===== src/rtl/ps2_pkg.sv =====
// Shared types, byte constants and timeout sizing for the PS/2 receive path.
package ps2_pkg;

  typedef enum logic [1:0] {
    IDLE   = 2'd0,
    DATA   = 2'd1,
    PARITY = 2'd2,
    STOP   = 2'd3
  } ps2_state_t;

  localparam logic [7:0] PS2_EXT = 8'hE0;
  localparam logic [7:0] PS2_BRK = 8'hF0;

  function automatic int ps2_timeout_cyc(input int clk_hz, input int timeout_us);
    return (clk_hz / 1_000_000) * timeout_us;
  endfunction

  function automatic int ps2_timeout_width(input int clk_hz, input int timeout_us);
    return $clog2(ps2_timeout_cyc(clk_hz, timeout_us) + 1);
  endfunction

endpackage


===== src/rtl/ps2_line_filter.sv =====
// Synchronises and debounces one PS/2 line and strobes its filtered falling edge.
module ps2_line_filter #(
  parameter int FILTER_LEN = 8
) (
  input  logic clk,
  input  logic reset,
  input  logic line_in,
  output logic fe
);
  localparam int CW = $clog2(FILTER_LEN + 1);
  localparam logic [CW-1:0] CNT_LAST = CW'(FILTER_LEN - 1);

  logic [1:0]    sync_reg;
  logic          level_reg;
  logic [CW-1:0] cnt_reg;

  // Sync chain and filter preset high so the idle bus never looks like an edge.
  always_ff @(posedge clk or negedge reset) begin
    if (!reset) begin
      sync_reg  <= 2'b11;
      level_reg <= 1'b1;
      cnt_reg   <= '0;
      fe        <= 1'b0;
    end else begin
      sync_reg <= {sync_reg[0], line_in};
      fe       <= 1'b0;
      if (sync_reg[1] == level_reg) begin
        cnt_reg <= '0;
      end else if (cnt_reg == CNT_LAST) begin
        level_reg <= sync_reg[1];
        cnt_reg   <= '0;
        fe        <= level_reg;
      end else begin
        cnt_reg <= cnt_reg + 1'b1;
      end
    end
  end

endmodule


===== src/rtl/ps2_frame_rx.sv =====
// PS/2 device-to-host frame receiver: 11-bit frame check, timeout abort, scan-code pulse.
// Define PS2_PREFIX_DECODE_EN to fold E0/F0 prefixes into is_extended/is_break.
module ps2_frame_rx
  import ps2_pkg::*;
#(
  parameter int CLK_HZ     = 100_000_000,
  parameter int TIMEOUT_US = 200,
  parameter int FILTER_LEN = 8
) (
  input  logic       clk,
  input  logic       reset,
  input  logic       ps2_clk,
  input  logic       ps2_data,
  output logic [7:0] code_out,
  output logic       code_valid,
  output logic       is_break,
  output logic       is_extended,
  output logic       frame_err,
  output logic       busy
);
  localparam int TIMEOUT_CYC = ps2_timeout_cyc(CLK_HZ, TIMEOUT_US);
  localparam int TO_W        = ps2_timeout_width(CLK_HZ, TIMEOUT_US);
  localparam logic [TO_W-1:0] TO_LAST = TO_W'(TIMEOUT_CYC - 1);

  logic            fe;
  logic [1:0]      data_sync_reg;
  logic            data_s;
  ps2_state_t      state_reg;
  logic [2:0]      bit_cnt_reg;
  logic [7:0]      byte_reg;
  logic            parity_reg;
  logic [TO_W-1:0] to_cnt_reg;
  logic            timeout;
  logic            frame_ok;

`ifdef PS2_PREFIX_DECODE_EN
  logic ext_flag_reg;
  logic brk_flag_reg;
`else
  assign is_break    = 1'b0;
  assign is_extended = 1'b0;
`endif

  ps2_line_filter #(.FILTER_LEN(FILTER_LEN)) u_clk_filter (
    .clk     (clk),
    .reset   (reset),
    .line_in (ps2_clk),
    .fe      (fe)
  );

  always_ff @(posedge clk or negedge reset) begin
    if (!reset) data_sync_reg <= 2'b11;
    else        data_sync_reg <= {data_sync_reg[0], ps2_data};
  end

  assign data_s   = data_sync_reg[1];
  assign busy     = (state_reg != IDLE);
  // An edge arriving on the expiry cycle keeps the frame alive.
  assign timeout  = (state_reg != IDLE) && !fe && (to_cnt_reg == TO_LAST);
  assign frame_ok = (^byte_reg ^ parity_reg) & data_s;

  always_ff @(posedge clk or negedge reset) begin
    if (!reset) begin
      state_reg   <= IDLE;
      bit_cnt_reg <= '0;
      byte_reg    <= '0;
      parity_reg  <= 1'b0;
      to_cnt_reg  <= '0;
      code_out    <= '0;
      code_valid  <= 1'b0;
      frame_err   <= 1'b0;
`ifdef PS2_PREFIX_DECODE_EN
      is_break     <= 1'b0;
      is_extended  <= 1'b0;
      ext_flag_reg <= 1'b0;
      brk_flag_reg <= 1'b0;
`endif
    end else begin
      code_valid <= 1'b0;
      frame_err  <= 1'b0;
      to_cnt_reg <= (state_reg == IDLE || fe || timeout) ? '0 : to_cnt_reg + 1'b1;
      if (timeout) begin
        state_reg <= IDLE;
        frame_err <= 1'b1;
`ifdef PS2_PREFIX_DECODE_EN
        ext_flag_reg <= 1'b0;
        brk_flag_reg <= 1'b0;
`endif
      end else if (fe) begin
        case (state_reg)
          IDLE: begin
            // A high data line at a clock edge is a spurious start; ignore it.
            if (!data_s) begin
              state_reg   <= DATA;
              bit_cnt_reg <= '0;
            end
          end
          DATA: begin
            byte_reg[bit_cnt_reg] <= data_s;
            bit_cnt_reg           <= bit_cnt_reg + 1'b1;
            if (bit_cnt_reg == 3'd7) state_reg <= PARITY;
          end
          PARITY: begin
            parity_reg <= data_s;
            state_reg  <= STOP;
          end
          STOP: begin
            state_reg <= IDLE;
`ifdef PS2_PREFIX_DECODE_EN
            if (!frame_ok) begin
              frame_err    <= 1'b1;
              ext_flag_reg <= 1'b0;
              brk_flag_reg <= 1'b0;
            end else if (byte_reg == PS2_EXT) begin
              ext_flag_reg <= 1'b1;
            end else if (byte_reg == PS2_BRK) begin
              brk_flag_reg <= 1'b1;
            end else begin
              code_out     <= byte_reg;
              is_break     <= brk_flag_reg;
              is_extended  <= ext_flag_reg;
              code_valid   <= 1'b1;
              ext_flag_reg <= 1'b0;
              brk_flag_reg <= 1'b0;
            end
`else
            if (!frame_ok) begin
              frame_err <= 1'b1;
            end else begin
              code_out   <= byte_reg;
              code_valid <= 1'b1;
            end
`endif
          end
          default: state_reg <= IDLE;
        endcase
      end
    end
  end

endmodule

===== config.mk =====
export PLATFORM = sky130hd
export DESIGN_NAME = ps2_frame_rx
export DESIGN_NICKNAME = d
export VERILOG_FILES = /design/src/rtl/ps2_pkg.sv /design/src/rtl/ps2_line_filter.sv /design/src/rtl/ps2_frame_rx.sv
export SDC_FILE = /design/constraint.sdc
export NUM_CORES = 1
export LEC_CHECK = 0
export CAP_MARGIN = 40
export CELL_PAD_IN_SITES_DETAIL_PLACEMENT = 0
export CELL_PAD_IN_SITES_GLOBAL_PLACEMENT = 2
export CORE_ASPECT_RATIO = 2
export CORE_UTILIZATION = 39
export CTS_CLUSTER_SIZE = 10
export DETAILED_ROUTE_END_ITERATION = 10
export PLACE_DENSITY_LB_ADDON = 0.2
export SLEW_MARGIN = 10
export SYNTH_ARGS = -nofsm -noshare
export SYNTH_HDL_FRONTEND = slang
export SYNTH_SLANG_ARGS = --single-unit
export TNS_END_PERCENT = 20

===== constraint.sdc =====
create_clock -name clk -period 2.3 [get_ports clk]
set_input_delay 0.46 -clock clk [delete_from_list [all_inputs] [get_ports clk]]
set_output_delay 0.46 -clock clk [all_outputs]
set_load 0.02 [all_outputs]

==> flow_summary.ini <==
[route]
wl_per_cell_um = 16.12
vias = 1488
drtAntennaViolNets = 0
drc_errors = 0
dr.pass1.iters = 4
wl_mm = 4.593
drtIter0Drc = 38
viasPerCell = 5.221

[sta]
period_share_pct = 93.85
finalSetupViolCount = 0
max_freq_ghz = 0.4633
finalMaxSlewViolations = 0
final_hold_viol_count = 0
setup_tns_ns = 0
setup_slack_ns = 0.1414
max_slew_margin_pct = 59.51
rsz0062_at_grt = false
fin_crit_ns = 2.159
tightest_slew_ns = 0.6073
fin_skew_ns = 0.006468

[setup_path]
cp_cell_sequence = inv_1, ha_1, inv_1, clkdlybuf4s50_1
crit_top_cell = inv_1
cp.arrival_ns = 1.70
worst_path_max_delay_cell = clkdlybuf4s50_1
slowest_delay_ns = 0.60
r2r-end = code_out[3]
crit_path_max_fanout = 5
reg2reg_slack_ns = 0.34
r2r-start = byte_reg[2]
worstPathRequired_ns = 1.84
critPathKind = reg -> out
crit_path_end_kind = output port
reg2reg_depth = 5
start_kind = flop

[cts]
cts.path.max_buffers = 2
cts-resized-gates = 0
htreeDepth = 2
clk_latency_ns = 0.29
clkTransAtPathRegs_ns = 0.06
clock-sinks = 49
post-cts-setup-buffers = 0
hold_buffers = 0
cts_buffers = 5
root_buffer = clkbuf_16
cts_tree = built

[power]
comb_power_share_pct = 4.9
power.switching_uw = 385.6
p_leak_uw = 0.001238
p_sw_share_pct = 20.60
p_clk_share_pct = 45.3
p_per_area_mw_per_mm2 = 694.7
total_power_uw = 1871
worst_ir_drop_vdd_mv = 0.7402
seqPwrFrac_pct = 49.8
internal_power_uw = 1486

[outcome]
status = complete, no violations

[placement]
io_buffer_count = 14
place_congestion = 0.7246
dpl_worst_slack_ns = 0.3206
dp_hpwl_mm = 3.427

[yosys]
ys_top_cells_by_area = dfrtp_1 48%, mux2_2 8.8%, dfstp_2 5.7%
yosysWarnings = 0
yosysTopAreaCellShare_pct = 47.54
netlist_area_sq_mm = 0.002316
ys_seq_area_share_pct = 53.21
synth_cells = 205
ys_ff_latch = 49
yosysTopAreaCell = dfrtp_1
synth_cell_type_count = 39
syn_avg_cell_area_sq_um = 11.30

[global_routing]
grt_pass1_vias = 1724
grtUsageTotal_pct = 17.00
overflow = 0
grt_pass1_wl_mm = 8.066
grt_antenna_before_repair = 0
grt_max_degree = 50

[layout]
fillCellCount = 551
num_antenna_cells = 0
largest_register_ffs = 15
final_cell_mix = 44 x dfrtp_1, 23 x nor2_1, 18 x mux2_2
layout_commonest_cell = dfrtp_1
drive_gt1_share_pct = 17.86
finalNetCount = 235
syn_to_final_growth_pct = 16.32

[job]
cap_violations = 0

[floorplanning]
die_w_um = 56.49
row_count = 39
coreArea_sq_mm = 0.005709
start_util_pct = 40.57
die_area_sq_mm = 0.006269
pin_count = 17
dieHeight_um = 111.0

[worst_hold_path]
hp-class = in -> async
-- per-stage QoR --
| stage | cell area (sq um) | util (%) | std cells | hold slack, ns |
|---|---|---|---|---|
| global route | 2694 | 47.18 | 285 | 0.3304 |
| CTS | 2694 | 47.18 | 285 | 0.2872 |
| global placement | 2517 | 44.09 | 277 | 0.3475 |
| floorplan | 2320 | - | 206 | 0.1644 |
| finish | 2694 | 47.18 | 285 | 0.2605 |
| detailed placement | 2517 | 44.09 | 277 | 0.3519 |
-- synth_stat cells --
cell type / count
o21ai_0: 3
ha_1: 8
and2_1: 1
nand4_4: 1
and4_1: 1
conb_1: 1
nor4_1: 2
nor3b_1: 2
clkbuf_1: 3
nand3_1: 8
a21o_1: 1
and3_1: 5
nor2_1: 23
xnor2_1: 12
nand4_1: 1
xnor3_1: 1
nand2_1: 12
o32ai_1: 1
nand3b_1: 2
a31o_2: 2
or4_1: 1
dfrtp_1: 44
a22o_1: 1
nor3_1: 10
mux2i_1: 1
dfstp_2: 5
nand2b_1: 2
a21oi_1: 6
nor2b_1: 2
mux2_2: 18
xor2_1: 8
buf_4: 3
xnor2_2: 1
buf_2: 1
o22ai_1: 1
a211oi_1: 1
clkbuf_2: 1
a22oi_1: 1
inv_1: 8
-- power by group through the flow --
stage | Sequential [uW] | Combinational, uW | Clock [uW]
2_1_floorplan | 936 | 65.5 | 0
3_3_place_gp | 942 | 85.2 | 0
3_5_place_dp | 948 | 93.2 | 0
4_1_cts | 932 | 94.0 | 872
5_1_grt | 937 | 103 | 894
6_report | 932 | 91.1 | 848
-- routing by layer --
| metal | GRT usage, % | vias up | share of wire, % |
|---|---|---|---|
| met5 | 0 | - | 0 |
| met4 | 7.805 | 0 | 2.4 |
| met3 | 3.267 | 9 | 2.4 |
| met2 | 32.47 | 17 | 59 |
| met1 | 16.69 | 732 | 36 |
| li1 | - | 730 | - |
-- how the worst max path moves through the flow --
stage                              from              to
after detailed placement    byte_reg[2]     code_out[3]
after global placement    to_cnt_reg[0]  to_cnt_reg[14]
after floorplan             byte_reg[2]     code_out[0]
after CTS                  state_reg[0]            busy
final                      state_reg[0]            busy
after global routing       state_reg[0]            busy
-- logic make-up after synthesis --
group	count (synthesis)	share of synthesized area (%)
xor+xnor	22	9.238
simple gates	73	15.99
mux	19	9.184
other cells	1	0.1619
flops	49	53.21
buf+inv	16	3.187
fa+ha+maj	8	4.322
compound gates	17	4.701
-- layout make-up --
cell class / instances / area [sq um] / area share, %
Sequential cell: 49 / 1232 / 45.75
Tap cell: 61 / 76.32 / 2.833
Inverter: 8 / 30.03 / 1.115
Clock buffer: 6 / 138.9 / 5.156
Timing Repair Buffer: 18 / 165.2 / 6.131
Clock inverter: 2 / 37.54 / 1.393
Multi-Input combinational cell: 141 / 1013 / 37.62
-- critical path, delay by kind of cell (launching register included) --
family / cells / cell delay [ns]
buf+inv: 3 / 0.77
fa+ha+maj: 1 / 0.22
flops: 1 / 0.42
Power figures use the tool's default switching activity.
